===== src/rtl/fcs_check_strip.sv =====
// Ethernet FCS checker/stripper: runs CRC-32 over each received frame, forwards the payload
// with the trailing 4 FCS bytes removed, and reports per-frame status plus good/bad counts.
module fcs_check_strip #(
    parameter int CNT_W = 16
) (
    input  logic             clk,
    input  logic             rst,
    input  logic             in_valid,
    input  logic [7:0]       in_data,
    input  logic             in_sop,
    input  logic             in_eop,
    output logic             out_valid,
    output logic [7:0]       out_data,
    output logic             out_sop,
    output logic             out_eop,
    output logic             stat_valid,
    output logic             stat_good,
    output logic             stat_runt,
    output logic             stat_abort,
    output logic [CNT_W-1:0] good_cnt,
    output logic [CNT_W-1:0] bad_cnt
);

    typedef enum logic [1:0] {
        IDLE   = 2'd0,
        FILL   = 2'd1,
        STREAM = 2'd2
    } state_t;

    localparam logic [31:0] CRC_INIT    = 32'hFFFF_FFFF;
    localparam logic [31:0] CRC_POLY    = 32'h04C1_1DB7;
    localparam logic [31:0] CRC_RESIDUE = 32'hC704_DD7B;
    localparam logic [CNT_W-1:0] CNT_MAX = {CNT_W{1'b1}};
    localparam logic [CNT_W-1:0] CNT_ONE = {{(CNT_W-1){1'b0}}, 1'b1};

    // Eight serial LFSR steps, data LSB first, feedback taken from the register MSB.
    function automatic logic [31:0] crcByte(input logic [31:0] crcIn, input logic [7:0] data);
        logic [31:0] c;
        logic        fb;
        c = crcIn;
        for (int i = 0; i < 8; i++) begin
            fb = c[31] ^ data[i];
            c  = {c[30:0], 1'b0} ^ (fb ? CRC_POLY : 32'h0);
        end
        return c;
    endfunction

    state_t      state_q, state_d;
    logic [31:0] crc_q, crc_d;
    logic [7:0]  dly_q [4];
    logic [7:0]  dly_d [4];
    logic [2:0]  fillCnt_q, fillCnt_d;

    logic        outValid_q, outValid_d;
    logic [7:0]  outData_q, outData_d;
    logic        outSop_q, outSop_d;
    logic        outEop_q, outEop_d;
    logic        statValid_q, statValid_d;
    logic        statGood_q, statGood_d;
    logic        statRunt_q, statRunt_d;
    logic        statAbort_q, statAbort_d;
    logic [CNT_W-1:0] goodCnt_q, badCnt_q;

    logic [31:0] crcStep;
    logic        inFrame;
    logic        fifthOrLater;

    // A new in_sop restarts the CRC from the preload value regardless of the current state.
    assign crcStep      = crcByte(in_sop ? CRC_INIT : crc_q, in_data);
    assign inFrame      = (state_q != IDLE);
    assign fifthOrLater = (state_q == STREAM) || (fillCnt_q == 3'd4);

    always_ff @(posedge clk or posedge rst) begin
        if (rst) begin
            state_q   <= IDLE;
            crc_q     <= CRC_INIT;
            fillCnt_q <= 3'd0;
            for (int i = 0; i < 4; i++) begin
                dly_q[i] <= 8'h00;
            end
        end else begin
            state_q   <= state_d;
            crc_q     <= crc_d;
            fillCnt_q <= fillCnt_d;
            dly_q     <= dly_d;
        end
    end

    always_comb begin
        state_d   = state_q;
        crc_d     = crc_q;
        dly_d     = dly_q;
        fillCnt_d = fillCnt_q;
        if (in_valid && (in_sop || inFrame)) begin
            crc_d    = crcStep;
            dly_d[0] = in_data;
            for (int i = 1; i < 4; i++) begin
                dly_d[i] = dly_q[i-1];
            end
            if (in_sop) begin
                fillCnt_d = 3'd1;
                state_d   = in_eop ? IDLE : FILL;
            end else begin
                fillCnt_d = (fillCnt_q == 3'd4) ? 3'd4 : fillCnt_q + 3'd1;
                if (in_eop) begin
                    state_d = IDLE;
                end else if (fifthOrLater) begin
                    state_d = STREAM;
                end
            end
        end
    end

    // A one-byte frame that also aborts its predecessor is reported in a single strobe
    // carrying both the abort and runt flags.
    always_comb begin
        outValid_d  = 1'b0;
        outData_d   = dly_q[3];
        outSop_d    = 1'b0;
        outEop_d    = 1'b0;
        statValid_d = 1'b0;
        statGood_d  = 1'b0;
        statRunt_d  = 1'b0;
        statAbort_d = 1'b0;
        if (in_valid) begin
            if (in_sop) begin
                if (inFrame) begin
                    statValid_d = 1'b1;
                    statAbort_d = 1'b1;
                    statRunt_d  = in_eop;
                end else if (in_eop) begin
                    statValid_d = 1'b1;
                    statRunt_d  = 1'b1;
                end
            end else if (inFrame) begin
                if (fifthOrLater) begin
                    outValid_d = 1'b1;
                    outSop_d   = (state_q == FILL);
                    if (in_eop) begin
                        outEop_d    = 1'b1;
                        statValid_d = 1'b1;
                        statGood_d  = (crcStep == CRC_RESIDUE);
                    end
                end else if (in_eop) begin
                    statValid_d = 1'b1;
                    statRunt_d  = 1'b1;
                end
            end
        end
    end

    always_ff @(posedge clk or posedge rst) begin
        if (rst) begin
            outValid_q  <= 1'b0;
            outData_q   <= 8'h00;
            outSop_q    <= 1'b0;
            outEop_q    <= 1'b0;
            statValid_q <= 1'b0;
            statGood_q  <= 1'b0;
            statRunt_q  <= 1'b0;
            statAbort_q <= 1'b0;
        end else begin
            outValid_q  <= outValid_d;
            outData_q   <= outData_d;
            outSop_q    <= outSop_d;
            outEop_q    <= outEop_d;
            statValid_q <= statValid_d;
            statGood_q  <= statGood_d;
            statRunt_q  <= statRunt_d;
            statAbort_q <= statAbort_d;
        end
    end

    // Counters advance together with the status strobe they account for.
    always_ff @(posedge clk or posedge rst) begin
        if (rst) begin
            goodCnt_q <= '0;
            badCnt_q  <= '0;
        end else if (statValid_d) begin
            if (statGood_d) begin
                if (goodCnt_q != CNT_MAX) begin
                    goodCnt_q <= goodCnt_q + CNT_ONE;
                end
            end else if (badCnt_q != CNT_MAX) begin
                badCnt_q <= badCnt_q + CNT_ONE;
            end
        end
    end

    assign out_valid  = outValid_q;
    assign out_data   = outData_q;
    assign out_sop    = outSop_q;
    assign out_eop    = outEop_q;
    assign stat_valid = statValid_q;
    assign stat_good  = statGood_q;
    assign stat_runt  = statRunt_q;
    assign stat_abort = statAbort_q;
    assign good_cnt   = goodCnt_q;
    assign bad_cnt    = badCnt_q;

endmodule

===== config.mk =====
export PLATFORM = sky130hd
export DESIGN_NAME = fcs_check_strip
export DESIGN_NICKNAME = d
export VERILOG_FILES = /design/src/rtl/fcs_check_strip.sv
export SDC_FILE = /design/constraint.sdc
export NUM_CORES = 1
export LEC_CHECK = 0
export ABC_AREA = 1
export BUFFER_PORTS_ARGS = -buffer_cell sky130_fd_sc_hd__buf_2
export CAP_MARGIN = 0
export CORE_MARGIN = 2
export CORE_UTILIZATION = 48
export CTS_CLUSTER_DIAMETER = 50
export CTS_CLUSTER_SIZE = 14
export DETAILED_ROUTE_END_ITERATION = 6
export GPL_TIMING_DRIVEN = 0
export PLACE_DENSITY = 0.69
export SLEW_MARGIN = 20
export SYNTH_ARGS = -nofsm -noshare
export SYNTH_HDL_FRONTEND = slang
export SYNTH_SLANG_ARGS = --single-unit

===== constraint.sdc =====
create_clock -name clk -period 3.05 [get_ports clk]
set_input_delay 0.1525 -clock clk [delete_from_list [all_inputs] [get_ports clk]]
set_output_delay 0.1525 -clock clk [all_outputs]
set_load 0.02 [all_outputs]

# Word-level counts from Yosys, hierarchy flattened
# Cells that the tools add are included.
[word_totals]
register_bits = 116
in_bits = 13
wordCells = 96
[op_classes]
n_addsub = 3
eq_ne = 6
muxes = 45
n_bitwise = 17
n_reduce_logical = 8
[op_table]
columns = ["cell", "n"]
rows = [
  ["$xor 32x27->32", 8],
  ["$mux 27", 8],
  ["$add 16x1->16 const B", 2],
  ["$eq 32x32->1 const B", 1],
  ["$mux 32", 1],
  ["$ne 16x16->1 const B", 2],
  ["$mux 1", 31],
  ["$xor 1x1->1", 8],
  ["$mux 2", 3],
  ["$mux 3", 2],
  ["$reduce_and 3->1", 2],
  ["$add 3x1->3 const B", 1],
  ["$eq 3x3->1 const B", 1],
  ["$reduce_bool 3->1", 1],
  ["$eq 2x1->1 const B", 1],
  ["$eq 2x2->1 const B", 1],
  ["$logic_or 1x1->1", 2],
  ["$reduce_and 2->1", 1],
  ["$reduce_bool 2->1", 1],
  ["$logic_and 1x1->1", 1],
  ["$not 1->1", 1],
]

# Longest topological paths before layout
[depth]
word_depth = 33
ltp_mapped = 22
mapped_depth_nobuf = 21

# Least setup slack after synthesis
# No wires, ideal clock.
[synth_path]
path_type = "flip-flop to flip-flop"
from = "register crc_q[30]"
to = "register goodCnt_q[13], in the netlist good_cnt[13]"
t_arrival_ns = 2.206
required_time_ns = 2.932
setup_slack_ns = 0.725
stages_incl_launch_ff = 18
n_path_buf = 0
cell_sequence = "dfstp_2 -> nor2_1 -> nand2_1 -> nand2_2 -> inv_2 -> nand2_1 -> nand2_2 -> ha_1 -> nand3_1 -> nor2_1 -> nand3_1 -> nor2_1 -> nand2_1 -> nor2_4 -> nand3_4 -> nor2_2 -> xor2_1 -> inv_1"
[synth_between]
elab_chain_cells = 20
[synth_lines]
columns = ["element", "line_no", "text"]
rows = [
  ["start: declaration", "49", "logic [31:0] crc_q, crc_d;"],
  ["start signal: assignment", "83", "crc_q <= crc_d;"],
  ["$mux 32", "69", "assign crcStep = crcByte(in_sop ? CRC_INIT : crc_q, in_data);"],
  ["$xor 32x27->32", "43", "c = {c[30:0], 1'b0} ^ (fb ? CRC_POLY : 32'h0);"],
  ["$xor 1x1->1", "42", "fb = c[31] ^ data[i];"],
  ["$mux 27", "43", ""],
  ["$xor 32x27->32 (6 in a row)", "43", ""],
  ["$xor 1x1->1", "42", ""],
  ["$mux 27", "43", ""],
  ["$xor 32x27->32", "43", ""],
  ["net crcStep[0]", "64", "logic [31:0] crcStep;"],
  ["$eq 32x32->1", "142", "statGood_d = (crcStep == CRC_RESIDUE);"],
  ["$mux 1", "139", "if (in_eop) begin"],
  ["$mux 1", "136", "if (fifthOrLater) begin"],
  ["$mux 1", "135", "end else if (inFrame) begin"],
  ["$mux 1", "126", "if (in_sop) begin"],
  ["$mux 1", "125", "if (in_valid) begin"],
  ["$reduce_and 3->1 (no source line)", "--", ""],
  ["end signal: assignment", "182", "goodCnt_q <= goodCnt_q + CNT_ONE;"],
  ["end: declaration", "62", "logic [CNT_W-1:0] goodCnt_q, badCnt_q;"],
]
# The timed path passes the listed nets, and every way through them passes these cells.
# A chain may end at the register's enable or synchronous reset.

# Final worst setup path
[layout_path]
from = "register crc_q[27]"
to = "register badCnt_q[3], in the netlist bad_cnt[3]"
[layout_between]
elab_chain_cells = 19
[layout_lines]
columns = ["element", "line_no", "text"]
rows = [
  ["$mux 32", "69", ""],
  ["$xor 32x27->32 (4 in a row)", "43", ""],
  ["$xor 1x1->1", "42", ""],
  ["$mux 27", "43", ""],
  ["$xor 32x27->32 (4 in a row)", "43", ""],
  ["$eq 32x32->1", "142", ""],
  ["$mux 1", "139", ""],
  ["$mux 1", "136", ""],
  ["$mux 1", "135", ""],
  ["$mux 1", "126", ""],
  ["$mux 1", "125", ""],
  ["$not 1->1 (no source line)", "--", ""],
  ["$reduce_and 3->1 (no source line)", "--", ""],
  ["end signal: assignment", "185", "badCnt_q <= badCnt_q + CNT_ONE;"],
  ["end: declaration", "62", ""],
]
# Every way passes these cells.

==> results.toml <==
[setup_path]
startpoint = "crc_q[27]"
cp-end-kind = "flop"
crit_fanout = 10
cp.arrival_ns = 3.17
cp-start-kind = "flop"
crit_required_ns = 3.34
path_class = "reg2reg"
r2r_start = "crc_q[27]"

[grt]
grt_max_degree = 34
grt_overflow = 0
grt_pass1_vias = 5885
antenna_found_initial = 0
grtUsageTotal = 0.2579
grt_first_pass_wirelength_um = 29950

[cts]
cts_buffers = 17
cts.path.max_buffers = 2
cts.clk_slew.worst_paths_ns = 0.06
cts.sinks = 116
worstSkewPairLatency_ns = 0.42
cts_tree = "done"
cts_htree_levels = 4
cts-root-buf = "clkbuf_16"

[placement]
portBuffers = 58
place_area_um2 = 7405
gp_congestion = 0.9855
place_inst = 1181
dp_hpwl_um = 13270

[min_path]
hp-start = "in_data[7]"
hold_class = "in2reg"

[routing]
wl_per_cell_um = 15.18
drt_iter0_markers = 547
viasPerCell = 5.190
drc_errors = 0
detail-route-antenna-nets = 0
drt_pass1_iterations = 5
routed_wl_um = 18470
vias = 6316

[sta]
timing.final.crit_share = 0.9444
maxSlewHeadroom = 0.5160
finalSetupViolCount = 0
hold_violations = 0
holdWs_ns = 0.01048
worst_pin_slew_ns = 0.7260
slew_violations = 0
fin_skew_ns = 0.009460
min_period_ns = 2.880
fmax_mhz = 347.2

[power]
p_leak_uw = 0.004135
total_power_uw = 7117
ir_drop_uv = 393.3
power.density_nw_per_um2 = 881.4

[floorplan]
initial_core_util = 0.4897
die_x_um = 123.0
fp.dieArea_um2 = 15130
fp.coreArea_um2 = 13880
die_h_um = 123.0
placementRows = 43
ioPinCount = 60

[run]
maxCapViolCount = 0

[synth]
synth_top_area_share = 0.3092
ys_types = 38
yosysWarnings = 0
synthCells = 939
synth.yosys.seq_area_share = 0.4329
syn_area_um2 = 6798
synth_area_leaders = "dfrtp_1 31%, nand2_1 18%, dfstp_2 12%"
ys_seq_elements = 116
synth_fp_nets = 957
yosysTopAreaCell = "dfrtp_1"
syn_avg_cell_area_um2 = 7.239

[cells_and_area]
final_util = 0.5817
synthToLayoutAreaGrowth_pct = 18.77
drive_gt1_frac = 0.1803
finalNetCount = 1043
final_area_um2 = 8074
diodes = 0
fin_cells = 1217

[status]
status = "finished clean"
[state kept, by name, indices dropped and copies added, names as in the netlist]
register and cells:
bad_cnt 16, crc_q 32, dly_q 24, fillCnt_q 3
good_cnt 16, outData_d 8, out_data 8, out_eop 1
out_sop 1, out_valid 1, stat_abort 1, stat_good 1
stat_runt 1, stat_valid 1, state_q 2
[synth_stat cells (all sizes together)]
master,count
or2,2
nor4,8
nor3,10
dfstp,32
nand2,355
xnor2,4
o21ai,76
xor2,23
clkbuf,14
nand3,62
and3,1
clkinv,1
nand4,13
ha,5
dfrtp,84
inv,120
nor2,92
a31oi,7
o41ai,1
a21oi,6
buf,10
nand3b,12
o21bai,1
[layer usage]
| metal | vias up | track usage | wire length (um) |
|---|---|---|---|
| met3 | 40 | 0.04613 | 938 |
| li1 | 3113 | - | - |
| met4 | 0 | 0.1101 | 535 |
| met5 | - | 0 | 0 |
| met1 | 2981 | 0.3460 | 8434 |
| met2 | 182 | 0.4113 | 8559 |
[area by class of cell]
class | instances | area [um^2]
Inverter | 121 | 462.9
Buffer | 24 | 143.9
Multi-Input combinational cell | 678 | 3272
Tap cell | 180 | 225.2
Fill cell | 1272 | 5807
Sequential cell | 116 | 2943
Clock inverter | 9 | 127.6
Clock buffer | 22 | 474.2
Timing Repair Buffer | 67 | 425.4
[critical path: stages (launching register included)]
cell and delay (ns):
dfstp_2 0.55, nor2_1 0.06, nand2_1 0.08, nand2_1 0.14, inv_2 0.09, clkbuf_4 0.21
nand2_1 0.08, nand3_1 0.07, nand3_1 0.07, nand2_1 0.19, nand2_1 0.08, nor2_1 0.21
nand2_1 0.15, nor2_4 0.16, nand2_1 0.11, nand3_2 0.12, buf_4 0.19, nor2_1 0.06
xor2_1 0.14
[layout by cell type (no fill, tap or decap), types with 2 or more instances in the layout]
cell	Yosys	routed
a21oi_1	6	6
a31oi_1	7	7
buf_12	1	4
buf_2	4	61
buf_4	2	3
buf_6	3	3
bufinv_16	0	3
clkbuf_1	14	16
clkbuf_16	0	17
clkbuf_8	0	3
clkinv_2	0	3
clkinvlp_4	0	4
dfrtp_1	84	84
dfstp_2	32	32
dlygate4sd3_1	0	4
ha_1	5	5
inv_1	114	113
inv_2	5	4
inv_4	1	2
nand2_1	330	330
nand2_2	22	19
nand2_4	3	6
nand3_1	60	60
nand3b_1	12	12
nand4_1	13	13
nor2_1	79	79
nor2_2	4	4
nor2_4	7	7
nor2_8	2	2
nor3_1	10	10
nor4_1	8	8
o21ai_0	70	70
o21ai_1	2	2
o21ai_2	4	4
xnor2_1	4	4
xor2_1	23	23
[timing repair]
item | in CTS | in global routing
endpoints found under the setup margin | 0 | 21
hold buffers | 4 | 0
hold endpoints to repair | 20 | 0
buffers inserted | 0 | 1
gates resized for setup | 0 | 5
[cell families (layout without fill, tap and decap cells)]
| family | after synthesis | after routing | share of synthesized area |
|---|---|---|---|
| adder cells (fa/ha/maj) | 5 | 5 | 0.009203 |
| AND/OR/NAND/NOR | 555 | 555 | 0.3632 |
| AO/OA/AOI/OAI | 91 | 91 | 0.07197 |
| XOR/XNOR | 27 | 27 | 0.03479 |
| buffers and inverters | 145 | 243 | 0.08798 |
| flip-flops | 116 | 116 | 0.4329 |
[per-stage QoR]
step / setup TNS [ns] / worst slack [ns]
final: 0 / 0.1697
after global routing: -0.00007883 / -0.00007883
after CTS: 0 / 0.1523
after detailed placement: 0 / 0.1653
after global placement: 0 / 0.2176
after floorplan: 0 / 0.7254
[report_power, final]
group          switching, uW  total, uW  leakage [uW]  internal (uW)
registers                276       2430       0.00137           2160
clock network            701       2040      0.000288           1340
logic                   1830       2640       0.00247            814
[worst paths after layout]
check,endpoint,slack [ns],depth (start not counted)
min reg2reg,out_data[2],0.38,0
max reg2reg,bad_cnt[3],0.17,18
max,bad_cnt[3],0.17,18
min,dly_q[31],0.01,3
max in group asynchronous,crc_q[26],1.95,5
min in group asynchronous,bad_cnt[9],0.33,3
No activity file was read; power rests on OpenSTA's default activity.
